## config.mk

```make
export PLATFORM = sky130hd
export DESIGN_NAME = icache_control
export DESIGN_NICKNAME = d
export VERILOG_FILES = /design/src/rtl/icache_pkg.sv /design/src/rtl/icache_perf_ctr.sv /design/src/rtl/icache_control.sv
export SDC_FILE = /design/constraint.sdc
export NUM_CORES = 1
export LEC_CHECK = 0
export ABC_AREA = 1
export CAP_MARGIN = 20
export CORE_AREA = 2 2 39 41
export DETAILED_ROUTE_END_ITERATION = 10
export DIE_AREA = 0 0 41 43
export SLEW_MARGIN = 20
export SYNTH_ARGS = -nofsm -noshare
export SYNTH_HDL_FRONTEND = slang
export SYNTH_SLANG_ARGS = --single-unit
```

## constraint.sdc

```tcl
create_clock -name clk -period 0.8 [get_ports clk]
set_input_delay 0.2 -clock clk [delete_from_list [all_inputs] [get_ports clk]]
set_output_delay 0.2 -clock clk [all_outputs]
set_load 0.1 [all_outputs]
```

## src/rtl/icache_pkg.sv

```systemverilog
// Shared types and defaults for the 2-way instruction-cache controller.
package icache_pkg;

   typedef enum logic [1:0] {
      CHECK = 2'd0,
      FETCH = 2'd1,
      FILL  = 2'd2
   } icache_state_t;

   localparam int unsigned ICACHE_WAYS       = 2;
   localparam int unsigned FETCH_TIMEOUT_DEF = 0;
   localparam int unsigned CNT_W_DEF         = 32;

endpackage

```

## src/rtl/icache_perf_ctr.sv

```systemverilog
// Saturating event counter: holds at all-ones instead of wrapping.
module icache_perf_ctr
   import icache_pkg::*;
#(
   parameter int unsigned CNT_W = CNT_W_DEF
) (
   input  logic             clk,
   input  logic             rst,
   input  logic             inc,
   output logic [CNT_W-1:0] count
);

   always_ff @(posedge clk or negedge rst) begin
      if (!rst) begin
         count <= '0;
      end else if (inc && (count != '1)) begin
         count <= count + CNT_W'(1);
      end
   end

endmodule

```

## src/rtl/icache_control.sv

```systemverilog
// Instruction-cache controller: hit check, line fetch, fill and re-lookup.
// Optional hit/miss performance counters are built when ICACHE_PERF_EN is defined.
module icache_control
   import icache_pkg::*;
#(
   parameter int unsigned FETCH_TIMEOUT = FETCH_TIMEOUT_DEF,
   parameter int unsigned CNT_W         = CNT_W_DEF
) (
   input  logic             clk,
   input  logic             rst,
   input  logic             mem_read,
   output logic             mem_resp,
   input  logic             hit_any,
   output logic             load_data,
   output logic             valid_in,
   output logic             load_waddr,
   output logic             pmem_read,
   input  logic             pmem_resp,
   output logic             fetch_err
`ifdef ICACHE_PERF_EN
   ,
   output logic [CNT_W-1:0] hit_count,
   output logic [CNT_W-1:0] miss_count
`endif
);

   localparam int unsigned WD_W     = (FETCH_TIMEOUT > 1) ? $clog2(FETCH_TIMEOUT + 1) : 1;
   localparam bit          WD_EN    = (FETCH_TIMEOUT != 0);
   localparam logic [WD_W-1:0] WD_LIMIT = WD_W'(FETCH_TIMEOUT);

   icache_state_t   state_q, state_d;
   logic [WD_W-1:0] wd_cnt_q, wd_cnt_d;
   logic            pmem_read_q, pmem_read_d;
   logic            load_data_q, load_data_d;
   logic            fetch_err_q, fetch_err_d;

   // Hits answer in the lookup cycle itself, so the response is decoded directly.
   assign mem_resp   = (state_q == CHECK) && mem_read && hit_any;
   assign pmem_read  = pmem_read_q;
   assign load_data  = load_data_q;
   assign valid_in   = load_data_q;
   assign load_waddr = 1'b0;
   assign fetch_err  = fetch_err_q;

   always_comb begin
      state_d     = state_q;
      wd_cnt_d    = wd_cnt_q;
      pmem_read_d = 1'b0;
      load_data_d = 1'b0;
      fetch_err_d = 1'b0;

      unique case (state_q)
         CHECK: begin
            if (mem_read && !hit_any) begin
               state_d  = FETCH;
               wd_cnt_d = WD_W'(1);
            end
         end
         FETCH: begin
            if (pmem_resp) begin
               state_d = FILL;
            end else if (wd_cnt_q != WD_LIMIT) begin
               wd_cnt_d = wd_cnt_q + WD_W'(1);
            end
         end
         FILL:    state_d = CHECK;
         default: state_d = CHECK;
      endcase

      // Watchdog counter parks at the limit, so the error fires once per fetch.
      fetch_err_d = WD_EN && (state_d == FETCH) && (wd_cnt_d == WD_LIMIT) &&
                    !((state_q == FETCH) && (wd_cnt_q == WD_LIMIT));
      pmem_read_d = (state_d == FETCH);
      load_data_d = (state_d == FILL);
   end

   always_ff @(posedge clk or negedge rst) begin
      if (!rst) begin
         state_q     <= CHECK;
         wd_cnt_q    <= '0;
         pmem_read_q <= 1'b0;
         load_data_q <= 1'b0;
         fetch_err_q <= 1'b0;
      end else begin
         state_q     <= state_d;
         wd_cnt_q    <= wd_cnt_d;
         pmem_read_q <= pmem_read_d;
         load_data_q <= load_data_d;
         fetch_err_q <= fetch_err_d;
      end
   end

`ifdef ICACHE_PERF_EN
   logic miss_start;
   assign miss_start = (state_q == CHECK) && mem_read && !hit_any;

   icache_perf_ctr #(.CNT_W(CNT_W)) u_hit_ctr (
      .clk   (clk),
      .rst   (rst),
      .inc   (mem_resp),
      .count (hit_count)
   );

   icache_perf_ctr #(.CNT_W(CNT_W)) u_miss_ctr (
      .clk   (clk),
      .rst   (rst),
      .inc   (miss_start),
      .count (miss_count)
   );
`endif

   ap_cnt_w_nonzero: assert property (@(posedge clk) disable iff (!rst) CNT_W != 0);

   ap_resp_excl: assert property (@(posedge clk) disable iff (!rst) !(mem_resp && load_data));

   ap_from_check: assert property (@(posedge clk) disable iff (!rst)
      (state_q == CHECK) |=> ((state_q == CHECK) || (state_q == FETCH)));

   ap_from_fetch: assert property (@(posedge clk) disable iff (!rst)
      (state_q == FETCH) |=> ((state_q == FETCH) || (state_q == FILL)));

   ap_from_fill: assert property (@(posedge clk) disable iff (!rst)
      (state_q == FILL) |=> (state_q == CHECK));

endmodule
```

# [After elaboration in Yosys (flattened, before gate mapping)]
# Index checks and enable logic that the tools add are counted.
[word_totals] ff_bits=4 input_bits=5 output_inout_bits=6 elab_cells=14
[op_classes] n_eq_ne=3 mux=3 n_reduce_logical=5
[op_table] cell="$eq 2x1->1 const B" n=2
[op_table] cell="$mux 2" n=2
[op_table] cell="$pmux 2 s2" n=1
[op_table] cell="$logic_and 1x1->1" n=3
[op_table] cell="$eq 2x2->1 const B" n=1
[op_table] cell="$logic_not 2->1" n=1
[op_table] cell="$logic_not 1->1" n=1

# [Depth between registers and ports, before layout]
# Gate-level depths: netlist of the first run.
[logic_depth] depth_word=5 depth_mapped=4 depth_no_buf=4

# [Worst setup path before layout of the first run]
# No wires, ideal clock.
[synth_timing] kind="register to output" start="reg state_q[0]" end="out mem_resp" t_arrival_ns=2.466 required_ns=0.600 path_slack_ns=-1.866 path_stages_with_launch=2 path_buffers=0 path_cell_list="dfrtp_1 > nor3_1"
[synth_via] elab_chain_len=3
[synth_rtl] element="start, declared" line_no="icache_control.sv:31" rtl="icache_state_t state_q, state_d;"
[synth_rtl] element="start signal, assigned" line_no="icache_control.sv:85" rtl="state_q <= state_d;"
[synth_rtl] element="$logic_not 2->1" line_no="icache_control.sv:38" rtl="assign mem_resp = (state_q == CHECK) && mem_read && hit_any;"
[synth_rtl] element="$logic_and 1x1->1 (2 in a row)" line_no="icache_control.sv:38"
[synth_rtl] element="end, declared" line_no="icache_control.sv:12" rtl="output logic mem_resp,"
# No other way between the ends.

# [Final worst setup path of the first run]
[layout_timing] start="reg state_q[1]" end="out mem_resp"
# The elaborated chain is that of the path after synthesis.

==> results.yml, run 1 <==
drt:
  antenna_left: 0
  routed_via_density: 3.33
  wirelength_um: 346
  drc: 0
  dr_total_vias: 170
  drt_iter0_drc: 0
  wl_per_cell_um: 6.78
  firstDrtPassIters: 1
synth:
  avgSynthCellArea_um2: 8.25
  yosys-top-cells-area: "dfrtp_1 55%, buf_4 12%, nand2_1 10%"
  ys_seq_area_share_pct: 55.2
  synth_cell_types: 8
  yosysTopAreaCell: "dfrtp_1"
  ys_warn_count: 0
  syn-cell-area_um2: 181
  ys_ff_latch: 4
  synth_top_area_share_pct: 55.2
  syn_inst: 22
floorplanning:
  dieWidth_um: 41
  ios: 11
  dieArea_um2: 1760
  core_area_um2: 1380
  start_util_pct: 13.1
  fp.dieH_um: 43
  rows: 14
clock_network:
  cts_tree: "built"
  cts_root_buf: "clkbuf_4"
  clk_pin_slew_ns: 0.03
  max-clock-path-buffers: 2
  clkLatencyLatePin_ns: 0.23
  htreeDepth: 1
  cts_sinks: 4
  cts_buffers: 3
sta:
  maxClockFrequency_mhz: 811
  finalCritPeriodShare_pct: 154
  clock_skew_ns: 0.00252
  rsz0062_at_grt: "yes"
  min_period_ns: 1.23
  maxSlewViolCount: 0
  hold_viol: 0
  layout_setup_ws_ns: -0.433
  finalSetupViolCount: 8
global_routing:
  grt_max_degree: 5
  track_usage_pct: 6.55
  first_global_vias: 199
  overflow: 0
  grt_pass1_wl_um: 703
  antenna_found_initial: 0
final_layout:
  fillCellCount: 147
  multi_input_area_um2: 75.1
  diodes: 0
  seq_area_um2: 108
  stdcell_count: 51
  area_growth_pct: 116
  final_core_util_pct: 28.3
  fin_nets: 42
  drive_gt1_share_pct: 54.3
status:
  failed_checks: "setup timing"
  status: "complete, but fails checks"
critical_path:
  worstPathRequired_ns: 0.60
  crit_type: "reg -> out"
  crit_fanout: 2
  start_kind: "flip-flop"
  critPathCaptureType: "primary output"
  arrival_ns: 1.03
placement:
  place.gp.congestion: 0.567
  hpwl_um: 294
  io_buffers: 8
  place_inst: 46
pwr:
  p_leak_nw: 0.188
  irDropWorstVdd_uv: 419
  powerDensity_nw_per_um2: 2260
min_path:
  hold_path.class: "in -> async"
run:
  maxCapViolCount: 0
==> cell type report <==
class,instances,area share (%)
tap,16,5.11
sequential,4,27.5
clock buffer,3,5.75
timing repair buffer,12,39.6
multi-input combinational,13,19.2
inverter,3,2.88
==> final timing paths <==
path	startpoint	end	slack (ns)	cells past startpoint
max	state_q[1]	mem_resp	-0.43	2
min	rst	pmem_read	0.17	1
max reg2reg	state_q[1]	load_data	-0.22	6
min reg2reg	state_q[0]	load_data	0.70	3
max in group asynchronous	rst	load_data	0.44	1
min in group clk	hit_any	pmem_read	0.39	4
==> Yosys cell counts (all sizes together) <==
master / number
nand2: 5
dfrtp: 4
nor2: 4
buf: 3
inv: 3
conb: 1
nand3: 1
nor3: 1
==> kinds of logic (layout without fill, tap and decap cells) <==
kind of cell / count (synthesis) / after routing / share of synthesized area [%]
buffers and inverters: 6 / 18 / 18.6
flip-flops: 4 / 4 / 55.2
other: 1 / 2 / 2.07
AND/OR/NAND/NOR: 11 / 11 / 24.1
==> per-layer routing <==
metal	vias to the layer above	share of wire [%]	GRT usage, %	routed length (um)
met5	-	0	0	0
met2	7	63	10.0	217
li1	85	-	-	-
met3	2	6.6	1.57	23
met4	0	2.6	10.0	9
met1	76	28	4.87	96
==> worst max-delay path: stages (launching register included) <==
cell and delay (ns):
dfrtp_1 0.40, nor3_4 0.20, buf_12 0.20
==> metrics by stage <==
stage	instance area [um2]	setup slack [ns]	hold slack (ns)	TNS (ns)	power (mW)
floorplan	216	-0.592	-0.0956	-0.823	0.507
global placement	337	-0.574	0.414	-1.25	0.618
detailed placement	337	-0.583	0.414	-1.31	0.622
CTS	375	-0.466	0.171	-1.88	0.880
global route	392	-0.489	0.183	-2.51	0.940
finish	392	-0.433	0.170	-2.13	0.883
==> flip-flops by register name (all words and copies together), names as in the netlist <==
| signal | count |
|---|---|
| state_q | 2 |
| load_data | 1 |
| pmem_read | 1 |
==> power by group <==
part	switching (mW)	total (mW)	internal (mW)
Combinational	0.246	0.387	0.141
Clock	0.0710	0.238	0.167
Sequential	0.0249	0.259	0.234
Total	0.342	0.883	0.542
==> timing repair <==
item / 4_1_cts / 5_1_grt
endpoints found under the setup margin: 8 / 8
hold endpoints to repair: 0 / 0
pin swaps: 2 / 2
setup buffers: 1 / 1
hold buffers: 0 / 0
resized for setup: 6 / 3
==> cells in the final DEF, fill, tap and decap left out, drive strengths merged <==
master / Yosys / final
dfrtp: 4 / 4
conb: 1 / 2
nor3: 1 / 1
clkbuf: 0 / 3
inv: 3 / 3
nand3: 1 / 1
dlygate4sd2: 0 / 2
nand2: 5 / 5
nor2: 4 / 4
clkdlybuf4s50: 0 / 2
buf: 3 / 8
Power figures use the tool's default switching activity.
==> inputs of run 2 (changes only) <==
--- a/config.mk
+++ b/config.mk
@@ -8,6 +8,7 @@
 export ABC_AREA = 1
 export CAP_MARGIN = 20
 export CORE_AREA = 2 2 39 41
+export CTS_CLUSTER_SIZE = 12
 export DETAILED_ROUTE_END_ITERATION = 10
 export DIE_AREA = 0 0 41 43
 export SLEW_MARGIN = 20
==> constraint.sdc (replaced) <==
create_clock -name clk -period 1.24 [get_ports clk]
set_input_delay 0.31 -clock clk [delete_from_list [all_inputs] [get_ports clk]]
set_output_delay 0.31 -clock clk [all_outputs]
set_load 0.1 [all_outputs]
==> run 2 against run 1 <==
  * The flow still finishes with violations (setup timing)
  * Via count down 5.3%
  * Wire length down 16%
  * Clock skew up 0.0022 ns
  * Cell count down 5.9%
  * Worst hold slack better by 0.098 ns
  * Clock-buffer cell count up 1
  * Worst setup slack better by 0.31 ns
  * Die area unchanged
  * Total power down 36%
  * Combinational power down 44%
  * First-iteration DRC count unchanged
  * Critical path type unchanged
  * Critical endpoint unchanged
  * Largest power group unchanged
==> results.yml, run 2 (same netlist as run 1, synthesis figures left out) <==
status:
  status: "complete, but fails checks"
  failed_checks: "setup timing"
global_routing:
  grt.busiest_layer: "met4"
  first_global_vias: 148
  met1_usage_pct: 3.55
  met3_usage_pct: 0
  track_usage_pct: 4.62
  use_met2_pct: 6.25
  grt_max_degree: 5
  overflow: 0
  grt_pass1_wl_um: 469
  antenna_found_initial: 0
critical_path:
  critPathCaptureType: "primary output"
  arrival_ns: 1.05
  r2r_cells: 3
  worstPathRequired_ns: 0.93
  crit_fanout: 3
  ff2ff_setup_slack_ns: 0.51
  start_kind: "flip-flop"
  r2r_end: "state_q[0]"
  crit_type: "reg -> out"
  rr_startpoint: "state_q[0]"
drt:
  routed_via_density: 3.35
  dr_total_vias: 161
  antenna_left: 0
  firstDrtPassIters: 1
  drt_iter0_drc: 0
  drc: 0
  wl_per_cell_um: 6.06
  wirelength_um: 291
clock_network:
  cts_tree: "built"
  cts_sinks: 4
  cts_buffers: 3
  cts_root_buf: "clkbuf_4"
  clkLatencyLatePin_ns: 0.24
  cts_setup_buffers: 0
  htreeDepth: 1
  max-clock-path-buffers: 2
  clk_pin_slew_ns: 0.04
final_layout:
  fillCellCount: 149
  final_core_util_pct: 25.0
  area_growth_pct: 90.3
  drive_gt1_share_pct: 34.4
  diodes: 0
  seq_area_um2: 105
  largest-register: "state_q"
  layout_common_cells: "4 x nor2_1, 4 x nand2_1, 4 x buf_12"
  multi_input_area_um2: 65.1
  largest_reg_flops: 2
  fin_nets: 38
placement:
  io_buffers: 8
  place.gp.congestion: 0.534
  hpwl_um: 242
pwr:
  powerDensity_nw_per_um2: 1630
  p_leak_nw: 0.165
  irDropWorstVdd_uv: 242
sta:
  rsz0062_at_grt: "yes"
  finalSetupViolCount: 1
  finalCritPeriodShare_pct: 110
  layout_setup_ws_ns: -0.119
  maxSlewViolCount: 0
  maxClockFrequency_mhz: 736
  min_period_ns: 1.36
  whs_ns: 0.268
  clock_skew_ns: 0.00468
  hold_viol: 0
run:
  maxCapViolCount: 0
floorplanning:
  ios: 11
  core_area_um2: 1380
  dieWidth_um: 41
  dieArea_um2: 1760
  rows: 14
  fp.dieH_um: 43
  start_util_pct: 13.1
min_path:
  hold_path.class: "in -> async"
[run 2: through the flow]
stage | instances | instance area, um2 | setup slack, ns | TNS [ns] | total power [mW]
after detailed placement | 44 | 318 | -0.359 | -0.359 | 0.386
final | 48 | 345 | -0.119 | -0.119 | 0.562
after global routing | 48 | 345 | -0.158 | -0.158 | 0.594
after global placement | 44 | 318 | -0.354 | -0.354 | 0.385
after floorplan | 23 | 204 | -0.262 | -0.262 | 0.317
after CTS | 48 | 344 | -0.176 | -0.176 | 0.572
[run 2: per-layer routing]
layer,wire length [um],share of wire (%)
met5,0,0
met2,159,55
met3,24,8.2
met1,89,31
met4,17,5.8
[run 2: layout make-up]
class	count	share of cell area [%]
multi-input cells	13	18.8
clock buffers	4	7.61
flip-flops and latches	4	30.4
repair buffers	8	34.1
inverters	3	3.26
well taps	16	5.80
[run 2: worst max path at each step]
stage / from / end / slack [ns]
detailed placement: hit_any / mem_resp / -0.36
floorplan: state_q[1] / mem_resp / -0.26
global route: state_q[1] / mem_resp / -0.16
global placement: hit_any / mem_resp / -0.35
finish: state_q[1] / mem_resp / -0.12
CTS: state_q[0] / mem_resp / -0.18
[run 2: what timing repair did]
action                                  4_1_cts  5_1_grt
gates resized for setup                       3        1
pin swaps                                     1        1
endpoints found under the setup margin        1        1
hold buffers                                  0        0
[run 2: critical path, cell delays in order, from the launching register on]
cell and delay (ns):
dfrtp_1 0.41, nor3_4 0.21, buf_12 0.20
[run 2: power by group]
group / internal (mW) / switching [mW]
clock: 0.121 / 0.0585
combinational: 0.0687 / 0.146
sequential: 0.149 / 0.0188
